[src/rtl/zip_bus_pkg.sv]
// zip_bus_pkg: shared bus widths, timeout terminal count and watchdog states
package zip_bus_pkg;
  localparam int AW_DEF = 30;
  localparam int DW_DEF = 32;
  typedef enum logic {WD_PASS, WD_ABORT} wd_state_t;
  function automatic int unsigned timeout_tc(input int unsigned lg);
    return (32'd1 << lg) - 32'd1;
  endfunction
endpackage

[src/rtl/zip_bus_timer.sv]
// zip_bus_timer: clearable up-counter with a terminal-count flag
module zip_bus_timer #(
  parameter int W = 10,
  parameter logic [W-1:0] TC = '1
) (
  input  logic clk,
  input  logic rst,
  input  logic clr,
  input  logic inc,
  output logic tc
);
  logic [W-1:0] count;
  always_ff @(posedge clk)
    count <= (rst || clr) ? '0 : inc ? count + 1'b1 : count;
  assign tc = count == TC;
endmodule

[src/rtl/zip_bus_watchdog.sv]
// zip_bus_watchdog: Wishbone pass-through that aborts silent slave cycles with a bus error
module zip_bus_watchdog
  import zip_bus_pkg::*;
#(
  parameter int AW = AW_DEF,
  parameter int DW = DW_DEF,
  parameter int LGTIMEOUT = 10,
  parameter int LGDEPTH = 5
) (
  input  logic            i_clk,
  input  logic            i_reset,
  input  logic            i_m_cyc,
  input  logic            i_m_stb,
  input  logic            i_m_we,
  input  logic [AW-1:0]   i_m_addr,
  input  logic [DW-1:0]   i_m_data,
  input  logic [DW/8-1:0] i_m_sel,
  output logic            o_m_stall,
  output logic            o_m_ack,
  output logic            o_m_err,
  output logic [DW-1:0]   o_m_data,
  output logic            o_s_cyc,
  output logic            o_s_stb,
  output logic            o_s_we,
  output logic [AW-1:0]   o_s_addr,
  output logic [DW-1:0]   o_s_data,
  output logic [DW/8-1:0] o_s_sel,
  input  logic            i_s_stall,
  input  logic            i_s_ack,
  input  logic            i_s_err,
  input  logic [DW-1:0]   i_s_data,
  output logic            o_fault,
  output logic [AW-1:0]   o_fault_addr
);
  localparam logic [LGTIMEOUT-1:0] TC = LGTIMEOUT'(timeout_tc(LGTIMEOUT));
  wd_state_t state, state_nx;
  logic [LGDEPTH-1:0] outstanding;
  logic [AW-1:0] last_addr;
  logic seen, err_q, abort, full, busy, accept, fwd_ack, tclr, tc, timeout;
  assign abort = state == WD_ABORT;
  assign full = &outstanding;
  assign busy = outstanding != '0;
  assign o_s_cyc = i_m_cyc && !abort;
  assign o_s_stb = i_m_stb && !abort && !full;
  assign o_s_we = i_m_we;
  assign o_s_addr = i_m_addr;
  assign o_s_data = i_m_data;
  assign o_s_sel = i_m_sel;
  assign o_m_data = i_s_data;
  assign o_m_stall = i_s_stall || abort || full;
  assign accept = o_s_stb && !i_s_stall;
  assign fwd_ack = i_s_ack && o_s_cyc && busy;
  assign o_m_ack = fwd_ack;
  assign o_m_err = (i_s_err && o_s_cyc) || err_q;
  // any bus progress on the terminal-count cycle suppresses the timeout
  assign tclr = !i_m_cyc || accept || fwd_ack || i_s_err || abort;
  assign timeout = tc && !tclr;
  zip_bus_timer #(.W(LGTIMEOUT), .TC(TC)) u_timer (
    .clk(i_clk),
    .rst(i_reset),
    .clr(tclr || timeout),
    .inc(i_m_cyc && (busy || i_m_stb)),
    .tc(tc)
  );
  always_ff @(posedge i_clk)
    state <= i_reset ? WD_PASS : state_nx;
  always_comb
    state_nx = timeout ? WD_ABORT : (abort && !i_m_cyc) ? WD_PASS : state;
  always_ff @(posedge i_clk)
    if (i_reset) begin
      outstanding <= '0;
      err_q <= 1'b0;
      o_fault <= 1'b0;
      o_fault_addr <= '0;
      last_addr <= '0;
      seen <= 1'b0;
    end else begin
      outstanding <= (!i_m_cyc || i_s_err || timeout) ? '0
                   : outstanding + LGDEPTH'(accept) - LGDEPTH'(fwd_ack);
      err_q <= timeout;
      o_fault <= timeout;
      seen <= i_m_cyc && (accept || seen);
      if (accept) last_addr <= i_m_addr;
      if (timeout) o_fault_addr <= seen ? last_addr : i_m_addr;
    end
endmodule
[config.mk]
export PLATFORM = sky130hd
export DESIGN_NAME = zip_bus_watchdog
export DESIGN_NICKNAME = d
export VERILOG_FILES = /design/src/rtl/zip_bus_pkg.sv /design/src/rtl/zip_bus_timer.sv /design/src/rtl/zip_bus_watchdog.sv
export SDC_FILE = /design/constraint.sdc
export NUM_CORES = 1
export LEC_CHECK = 0
export CAP_MARGIN = 20
export CORE_ASPECT_RATIO = 0.7
export CORE_UTILIZATION = 45
export DETAILED_ROUTE_END_ITERATION = 10
export DONT_BUFFER_PORTS = 1
export GPL_TIMING_DRIVEN = 1
export PLACE_DENSITY = 0.61
export RECOVER_POWER = 100
export REMOVE_ABC_BUFFERS = 1
export SYNTH_ARGS = -nofsm -noshare
export SYNTH_HDL_FRONTEND = slang
export SYNTH_SLANG_ARGS = --single-unit
[constraint.sdc]
create_clock -name i_clk -period 5.9 [get_ports i_clk]
set_input_delay 0.885 -clock i_clk [delete_from_list [all_inputs] [get_ports i_clk]]
set_output_delay 0.885 -clock i_clk [all_outputs]
set_load 0.01 [all_outputs]
==> flow_metrics.tcl, run 1 <==
set metrics [dict create \
    status "finished, violations left" \
    violations "capacitance limit, slew limit" \
    gp_congestion 0.949 \
    ff2ff_setup_slack_ns 1.80 \
    worstSkewPairLatency_ns 0.33 \
    final_area_mm2 0.00375 \
    numCtsBuffers 9 \
    port_buffers 0 \
    endpoint "outstanding[4]$_SDFF_PP0_" \
    rr_worst_depth 7 \
    place_area_mm2 0.00353 \
    power_frac_seq_pct 50.0 \
    finalSetupViolCount 0 \
    drv_cap 1 \
    coreArea_mm2 0.00903 \
    seq_area_frac_synth_pct 37.3 \
    io-pin-count 241 \
    p_switching_uw 252 \
    final_layout_size_suffix_gt1_share_pct 6.22 \
    fin_worst_skew_ns 0.00704 \
    final_common_cell "dfxtp_1" \
    start_util_pct 46.3 \
    antenna-diode-count 0 \
    fill_cells 894 \
    hpwl_mm 10.3 \
    period_share_pct 69.5 \
    wl_mm 14.0 \
    dieArea_mm2 0.00969 \
    grt-ovfl-total 0 \
    holdBufCountCts 0 \
    worst_pin_slew_ns 1.89 \
    die_height_um 82.7 \
    clock_path_buffers 2 \
    root_buffer "clkbuf_16" \
    synthesis.instances 480 \
    intPower_uw 839 \
    clk_pin_slew_worst_paths_ns 0.06 \
    min_period_ns 4.10 \
    vias 3015 \
    rows 29 \
    area_delta_synth_final_pct -10.3 \
    wl_per_cell_um 28.4 \
    grt_usage_pct 29.2 \
    layout_common_cells "dfxtp_1 (77), nand2_1 (62), a21oi_1 (34)" \
    power_density_mw_per_mm2 291 \
    fin_tns_setup_ns 0 \
    postSynthAreaPerCell_um2 8.72 \
    post_cts_buffers 0 \
    rsz0062_at_grt "false" \
    dr.pass1.iters 5 \
    crit_type "reg -> reg" \
    cts_tree "yes" \
    ys_warn_count 0 \
    rr_startpoint "outstanding[2]$_SDFF_PP0_" \
    antenna_left 0 \
    clkPwrFrac_pct 45.1 \
    htreeDepth 3 \
    grt_pass1_wl_mm 19.1 \
    p_leak_uw 0.00121 \
    ys_ff_latch 78 \
    synth_edf_count 0 \
    async_flop_share_pct 0 \
    required_ns 6.11 \
    drcViolationCount 0 \
    start_kind "flip-flop" \
    p_comb_share_pct 4.9 \
    antenna_found_initial 0 \
    slew_viol_final 18 \
    final_hold_viol_count 0 \
    ir_drop_mv 0.148 \
    fin_nets 481 \
    slew_headroom_pct -27.2 \
    cp-end-kind "flip-flop" \
    critical_path_arrival_ns 4.30 \
    cts.sink_count 78 \
    switching_share_pct 23.1 \
    ys_types 42 \
    post_cts_resized 0 \
    startpoint "outstanding[2]$_SDFF_PP0_" \
    r2r-end "outstanding[4]$_SDFF_PP0_" \
    routed_via_density 6.10 \
    ys.flop_type "dfxtp_1" \
    path_max_fanout 19 \
    hp-class "reg -> reg" \
    hp-start "last_addr[29]$_SDFFE_PP0P_" \
    drt_iter0_drc 257 \
    grt_max_degree 66 \
    synthesis.area_mm2 0.00418 \
    fmax_mhz 244 \
    dieWidth_um 117 \
    grt_pass1_vias 2678 \
]
==> synthesized netlist by cell type (all sizes together) (3+ instances only) <==
cell,n,area (um^2)
dfxtp,78,1560
xnor2,8,70.1
clkbuf,23,86.3
and3,3,18.8
a31oi,31,194
mux2i,31,310
nand2,62,233
nor3,7,40.0
inv,8,30.0
nor3b,4,30.0
buf,107,782
xor2,3,26.3
a211oi,32,240
a21oi,34,170
nor2,13,48.8
ha,8,100
==> power by group through the flow <==
stage               logic (uW)  clock network, uW  registers [uW]
floorplan                 41.7                  0             555
global placement          52.9                  0             556
detailed placement        54.3                  0             557
CTS                       54.4                500             545
global route              60.0                530             546
finish                    53.5                492             545
==> cells by family after synthesis <==
kind of cell / share of synthesized area, %
xor gates and xnor gates: 2.30
adders and majority gates: 2.87
buffers and inverters: 21.5
DFF: 37.3
muxes: 7.42
and+or+nand+nor: 11.5
AOI/OAI and AO/OA: 17.1
==> per-stage QoR <==
step / instances / setup WS, ns / hold WS (ns) / power (uW) / util, %
after CTS: 494 / 2.36 / 0.448 / 1100 / 41.9
after floorplan: 350 / 0.641 / 0.430 / 596 / -
after global placement: 479 / 2.23 / 0.436 / 609 / 39.1
final: 494 / 1.80 / 0.450 / 1090 / 41.5
after detailed placement: 479 / 2.12 / 0.440 / 611 / 39.1
after global routing: 494 / 1.44 / 0.462 / 1140 / 41.5
==> sequential cells by signal (all words and copies together) (netlist names) <==
| name | flops |
|---|---|
| seen | 1 |
| outstanding | 5 |
| o_fault_addr | 30 |
| abort | 1 |
| u_timer.count | 10 |
| last_addr | 30 |
| err_q | 1 |
==> how the worst min path moves through the flow <==
stage	to	slack [ns]	cells past startpoint
CTS	last_addr[23]$_SDFFE_PP0P_	0.45	2
finish	last_addr[29]$_SDFFE_PP0P_	0.45	2
global route	last_addr[9]$_SDFFE_PP0P_	0.46	2
global placement	last_addr[25]$_SDFFE_PP0P_	0.44	2
detailed placement	last_addr[23]$_SDFFE_PP0P_	0.44	2
floorplan	last_addr[0]$_SDFFE_PP0P_	0.43	2
==> worst max-delay path, cell delays in order (launching register included) <==
cell     delay (ns)
dfxtp_1        0.33
inv_1          0.09
ha_1           0.17
nor4b_1        0.92
o32ai_1        0.33
nor3_1         1.54
buf_4          0.47
nor3_1         0.11
==> cell type report <==
cell class              count  area, um^2  share of cell area, %
multi-input cells         264        1710                   45.6
flip-flops and latches     78        1560                   41.7
clock buffers              11         233                   6.20
well taps                 124         155                   4.14
repair buffers              5        33.8                  0.901
inverters                   8        30.0                  0.801
clock inverters             4        25.0                  0.667
==> metal layers <==
layer | routed length [um] | global-route usage [%]
met4 | 232 | 7.34
met2 | 4660 | 30.9
met1 | 5000 | 30.9
met5 | 251 | 18.9
met3 | 3870 | 38.3
No activity file was read; power rests on OpenSTA's default activity.
==> run 2, diff against run 1 <==
==> constraint.sdc (replaced) <==
create_clock -name i_clk -period 3.8 [get_ports i_clk]
set_input_delay 0.57 -clock i_clk [delete_from_list [all_inputs] [get_ports i_clk]]
set_output_delay 0.57 -clock i_clk [all_outputs]
set_load 0.01 [all_outputs]
==> run 2 against run 1 <==
Net effect:
- the flow still finishes with violations (capacitance limit, slew limit)
- setup slack lost 1.1 ns
- utilization grew 1.1 points
- critical path depth grew 5
- sequential share of layout area shrank 1.0 points
- maximum frequency grew 34%
- via count grew 3.1%
- count of clock-buffer cells in the layout grew 1
- die area is the same
- register-to-register slack lost 1.1 ns
- hold slack lost 0.15 ns
- non-clock buffer count grew 2
- flip-flop and latch count is the same
==> flow_metrics.tcl, run 2 (synthesized netlist as in run 1, its figures left out) <==
set metrics [dict create \
    cts_tree "yes" \
    power_density_mw_per_mm2 483 \
    slew_viol_final 64 \
    path_cells "inv_1 -> ha_1 -> or4b_2 -> and3_1 -> ha_1 -> inv_1 -> ha_1 -> fa_1 -> a21oi_1 -> o21bai_1 -> xnor2_1 -> nor3_1" \
    path_max_fanout 4 \
    dieWidth_um 117 \
    start_kind "flip-flop" \
    min_period_ns 3.06 \
    power.total_uw 1860 \
    wl_per_cell_um 28.8 \
    crit_type "reg -> reg" \
    period_share_pct 80.4 \
    root_buffer "clkbuf_16" \
    clock_path_buffers 2 \
    port_buffers 0 \
    hold_ws_ns 0.300 \
    io-pin-count 241 \
    fin_worst_skew_ns 0.00884 \
    ir_drop_mv 0.268 \
    crit_family "adder cells" \
    violations "capacitance limit, slew limit" \
    antenna_found_initial 0 \
    fmax_mhz 327 \
    numCtsBuffers 9 \
    routed_via_density 6.26 \
    holdBufCountCts 0 \
    die_height_um 82.7 \
    worstSkewPairLatency_ns 0.34 \
    area_delta_synth_final_pct -8.04 \
    start_util_pct 46.3 \
    dr.pass1.iters 5 \
    coreArea_mm2 0.00903 \
    fin_nets 483 \
    antenna-diode-count 0 \
    worst_pin_slew_ns 1.58 \
    top_regs "last_addr (30), o_fault_addr (30), u_timer.count (10)" \
    fill_cells 890 \
    startpoint "outstanding[3]$_SDFF_PP0_" \
    final_area_mm2 0.00385 \
    ff2ff_setup_slack_ns 0.74 \
    layout_common_cells "dfxtp_1 (77), nand2_1 (62), a21oi_1 (34)" \
    drv_cap 2 \
    drcViolationCount 0 \
    rr_startpoint "outstanding[3]$_SDFF_PP0_" \
    final_layout_size_suffix_gt1_share_pct 7.24 \
    cpMostUsedCell "ha_1" \
    p_leak_uw 0.00127 \
    hp-class "in -> reg" \
    cp-end-kind "flip-flop" \
    finalSetupViolCount 0 \
    required_ns 4.01 \
    utilization_pct 42.6 \
    crit_cells 12 \
    r2r-end "outstanding[4]$_SDFF_PP0_" \
    grt_max_degree 66 \
    final_hold_viol_count 0 \
    grt_usage_pct 30.1 \
    max_stage_delay_ns 0.66 \
    slowest_stage "or4b_2" \
    crit_buf_inv 2 \
    hpwl_mm 10.4 \
    final_common_cell "dfxtp_1" \
    status "finished, violations left" \
    antenna_left 0 \
    endpoint "outstanding[4]$_SDFF_PP0_" \
    wl_mm 14.3 \
    rows 29 \
    post_cts_resized 0 \
    gp_congestion 0.942 \
    clk_pin_slew_worst_paths_ns 0.06 \
    rsz0062_at_grt "false" \
    grt_pass1_vias 2808 \
    slew_headroom_pct -5.24 \
    vias 3109 \
    grt_pass1_wl_mm 19.6 \
    critical_path_arrival_ns 3.27 \
    cts.sink_count 78 \
    dieArea_mm2 0.00969 \
    place_area_mm2 0.00354 \
    drt_iter0_drc 281 \
    grt-ovfl-total 0 \
    htreeDepth 3 \
    rr_worst_depth 12 \
    post_cts_buffers 0 \
]
run 2: layout make-up:
| type | instances | area, um^2 | area share (%) |
|---|---|---|---|
| clock inverter | 4 | 70.1 | 1.82 |
| inverter | 8 | 30.0 | 0.780 |
| sequential | 78 | 1560 | 40.6 |
| tap | 124 | 155 | 4.03 |
| clock buffer | 12 | 246 | 6.41 |
| timing repair buffer | 7 | 45.0 | 1.17 |
| multi-input combinational | 264 | 1740 | 45.2 |
run 2: stage by stage:
step                      worst slack, ns  TNS [ns]  cells
after global routing                0.589         0    497
after CTS                           0.761         0    497
after floorplan                     -1.20     -4.65    350
final                               0.743         0    497
after detailed placement            0.764         0    481
after global placement              0.851         0    481
run 2: power by group:
part / switching [uW] / internal [uW]
registers: 13.6 / 833
clock network: 333 / 591
logic: 52.5 / 33.8
run 2: layer usage:
layer | GRT usage [%] | vias to the layer above | share of wire [%]
met5 | 17.8 | - | 1.4
met3 | 37.3 | 25 | 28
li1 | - | 1355 | -
met4 | 7.34 | 6 | 1.5
met2 | 35.0 | 272 | 35
met1 | 31.1 | 1451 | 34
run 2: worst min-delay path by stage:
stage	start	end	slack, ns	depth (start not counted)
CTS	i_reset	last_addr[11]$_SDFFE_PP0P_	0.28	1
global placement	last_addr[29]$_SDFFE_PP0P_	last_addr[29]$_SDFFE_PP0P_	0.43	2
detailed placement	last_addr[1]$_SDFFE_PP0P_	last_addr[1]$_SDFFE_PP0P_	0.44	2
floorplan	last_addr[0]$_SDFFE_PP0P_	last_addr[0]$_SDFFE_PP0P_	0.43	2
finish	i_reset	last_addr[25]$_SDFFE_PP0P_	0.30	1
global route	i_reset	last_addr[25]$_SDFFE_PP0P_	0.28	1
run 2: worst register-to-register path, delay by kind of cell (launching register included):
kind / cells / cell delay, ns
flops: 1 / 0.34
simple gates: 3 / 1.00
xor+xnor: 1 / 0.16
fa+ha+maj: 4 / 1.07
buf+inv: 2 / 0.12
compound gates: 2 / 0.24
==> run 3, diff against run 2 <==
--- a/config.mk
+++ b/config.mk
@@ -11,7 +11,7 @@
 export DETAILED_ROUTE_END_ITERATION = 10
 export DONT_BUFFER_PORTS = 1
 export GPL_TIMING_DRIVEN = 1
-export PLACE_DENSITY = 0.61
+export PLACE_DENSITY = 0.63
 export RECOVER_POWER = 100
 export REMOVE_ABC_BUFFERS = 1
 export SYNTH_ARGS = -nofsm -noshare
==> constraint.sdc (replaced) <==
create_clock -name i_clk -period 2.8 [get_ports i_clk]
set_input_delay 0.42 -clock i_clk [delete_from_list [all_inputs] [get_ports i_clk]]
set_output_delay 0.42 -clock i_clk [all_outputs]
set_load 0.01 [all_outputs]
==> run 3 against run 2 <==
Net effect:
- the flow now finishes without violations
- hold slack got worse by 0.15 ns
- flip-flop and latch count did not move
- highest routed layer unchanged
- cell count up 1.8%
- clock skew down 0.0012 ns
- sequential power grew 36%
==> flow_metrics.tcl, run 3 (synthesized netlist as in run 1, its figures left out) <==
set metrics [dict create \
    crit_type "reg -> reg" \
    dr.pass1.iters 7 \
    final_layout_size_suffix_gt1_share_pct 11.5 \
    slew_viol_final 0 \
    min_period_ns 2.66 \
    worst_pin_slew_ns 1.01 \
    top_usage_layer "met3" \
    use_met1_pct 32.5 \
    rr_worst_depth 12 \
    r2r-end "outstanding[4]$_SDFF_PP0_" \
    root_buffer "clkbuf_16" \
    status "complete, no violations" \
    fin_tns_setup_ns 0 \
    fin_nets 492 \
    rsz0062_at_grt "false" \
    start_util_pct 46.3 \
    port_buffers 0 \
    use_met3_pct 35.4 \
    fill_cells 911 \
    hpwl_mm 10.2 \
    final_common_cell "dfxtp_1" \
    drcViolationCount 0 \
    wl_per_cell_um 28.0 \
    endpoint "outstanding[4]$_SDFF_PP0_" \
    path_max_fanout 2 \
    cp-end-kind "flip-flop" \
    start_kind "flip-flop" \
    holdBufCountCts 0 \
    vias 3108 \
    final_hold_viol_count 0 \
    grt_max_degree 66 \
    dieArea_mm2 0.00969 \
    grt_pass1_wl_mm 19.6 \
    finalSetupViolCount 0 \
    hold_ws_ns 0.149 \
    cts.sink_count 78 \
    layout_common_cells "dfxtp_1 (77), nand2_1 (62), a21oi_1 (33)" \
    setup_ws_ns 0.136 \
    cts_tree "yes" \
    required_ns 3.00 \
    utilization_pct 43.0 \
    fin_worst_skew_ns 0.00766 \
    worstSkewPairLatency_ns 0.33 \
    rows 29 \
    drv_cap 0 \
    power_density_mw_per_mm2 600 \
    io-pin-count 241 \
    ff2ff_setup_slack_ns 0.14 \
    use_met2_pct 33.8 \
    grt-ovfl-total 0 \
    p_leak_uw 0.00129 \
    area_delta_synth_final_pct -7.24 \
    slew_headroom_pct 32.8 \
    grt_pass1_vias 2758 \
    period_share_pct 95.1 \
    critical_path_arrival_ns 2.86 \
    top_regs "last_addr (30), o_fault_addr (30), u_timer.count (10)" \
    hp-class "in -> reg" \
    die_height_um 82.7 \
    ir_drop_mv 0.305 \
    clock_path_buffers 2 \
    routed_via_density 6.14 \
    antenna_found_initial 0 \
    coreArea_mm2 0.00903 \
    htreeDepth 3 \
    gp_congestion 1.01 \
    dieWidth_um 117 \
    clk_pin_slew_worst_paths_ns 0.06 \
    final-seq-area_mm2 0.00156 \
    multi_input_area_mm2 0.00175 \
    rr_startpoint "outstanding[2]$_SDFF_PP0_" \
    antenna_left 0 \
    startpoint "outstanding[2]$_SDFF_PP0_" \
    power.total_uw 2330 \
    place_ws_ns -0.0805 \
    numCtsBuffers 9 \
    grt_usage_pct 29.9 \
    antenna-diode-count 0 \
    drt_iter0_drc 287 \
    fmax_mhz 375 \
    wl_mm 14.2 \
]
-- run 3: layout make-up --
type / instances / share of cell area (%)
sequential: 78 / 40.3
clock inverter: 4 / 0.580
tap: 124 / 4.00
clock buffer: 12 / 6.35
multi-input combinational: 264 / 45.1
timing repair buffer: 16 / 2.90
inverter: 8 / 0.774
-- run 3: how the worst min path moves through the flow --
| stage | startpoint | endpoint | cells past startpoint |
|---|---|---|---|
| final | i_reset | last_addr[12]$_SDFFE_PP0P_ | 1 |
| after global routing | i_reset | last_addr[12]$_SDFFE_PP0P_ | 1 |
| after CTS | i_reset | last_addr[9]$_SDFFE_PP0P_ | 1 |
| after detailed placement | last_addr[29]$_SDFFE_PP0P_ | last_addr[29]$_SDFFE_PP0P_ | 2 |
| after global placement | last_addr[28]$_SDFFE_PP0P_ | last_addr[28]$_SDFFE_PP0P_ | 2 |
| after floorplan | last_addr[0]$_SDFFE_PP0P_ | last_addr[0]$_SDFFE_PP0P_ | 2 |
-- run 3: power by group --
part	internal, uW	leakage, uW	total (uW)	switching, uW
Clock	620	0.000132	1060	440
Combinational	48.9	0.000521	120	71.4
Sequential	1130	0.000632	1150	17.8
-- run 3: routing by layer --
layer	vias to the layer above	routed length (um)	share of wire [%]
met3	24	3540	25
met4	6	185	1.3
met5	-	172	1.2
met2	252	4950	35
met1	1460	5320	38
li1	1366	-	-
-- run 3: worst max-delay path, stage by stage, from the launching register on --
cell	delay, ns
dfxtp_1	0.32
inv_2	0.06
ha_1	0.15
or4b_4	0.47
and3_4	0.20
ha_1	0.27
inv_1	0.04
ha_2	0.18
fa_2	0.37
a21oi_2	0.14
o21bai_1	0.09
xnor2_1	0.19
nor3_1	0.06
-- run 3: metrics by stage --
| step | std cells | instance area, um^2 |
|---|---|---|
| after CTS | 504 | 3870 |
| after detailed placement | 488 | 3600 |
| after global routing | 506 | 3880 |
| final | 506 | 3880 |
| after floorplan | 350 | 3320 |
| after global placement | 488 | 3600 |
-- run 3: timing repair --
item	in CTS	in global routing
cloned	0	0
setup endpoints to repair	2	1
gates resized for setup	2	5
setup buffers	0	2
pin swaps	2	4
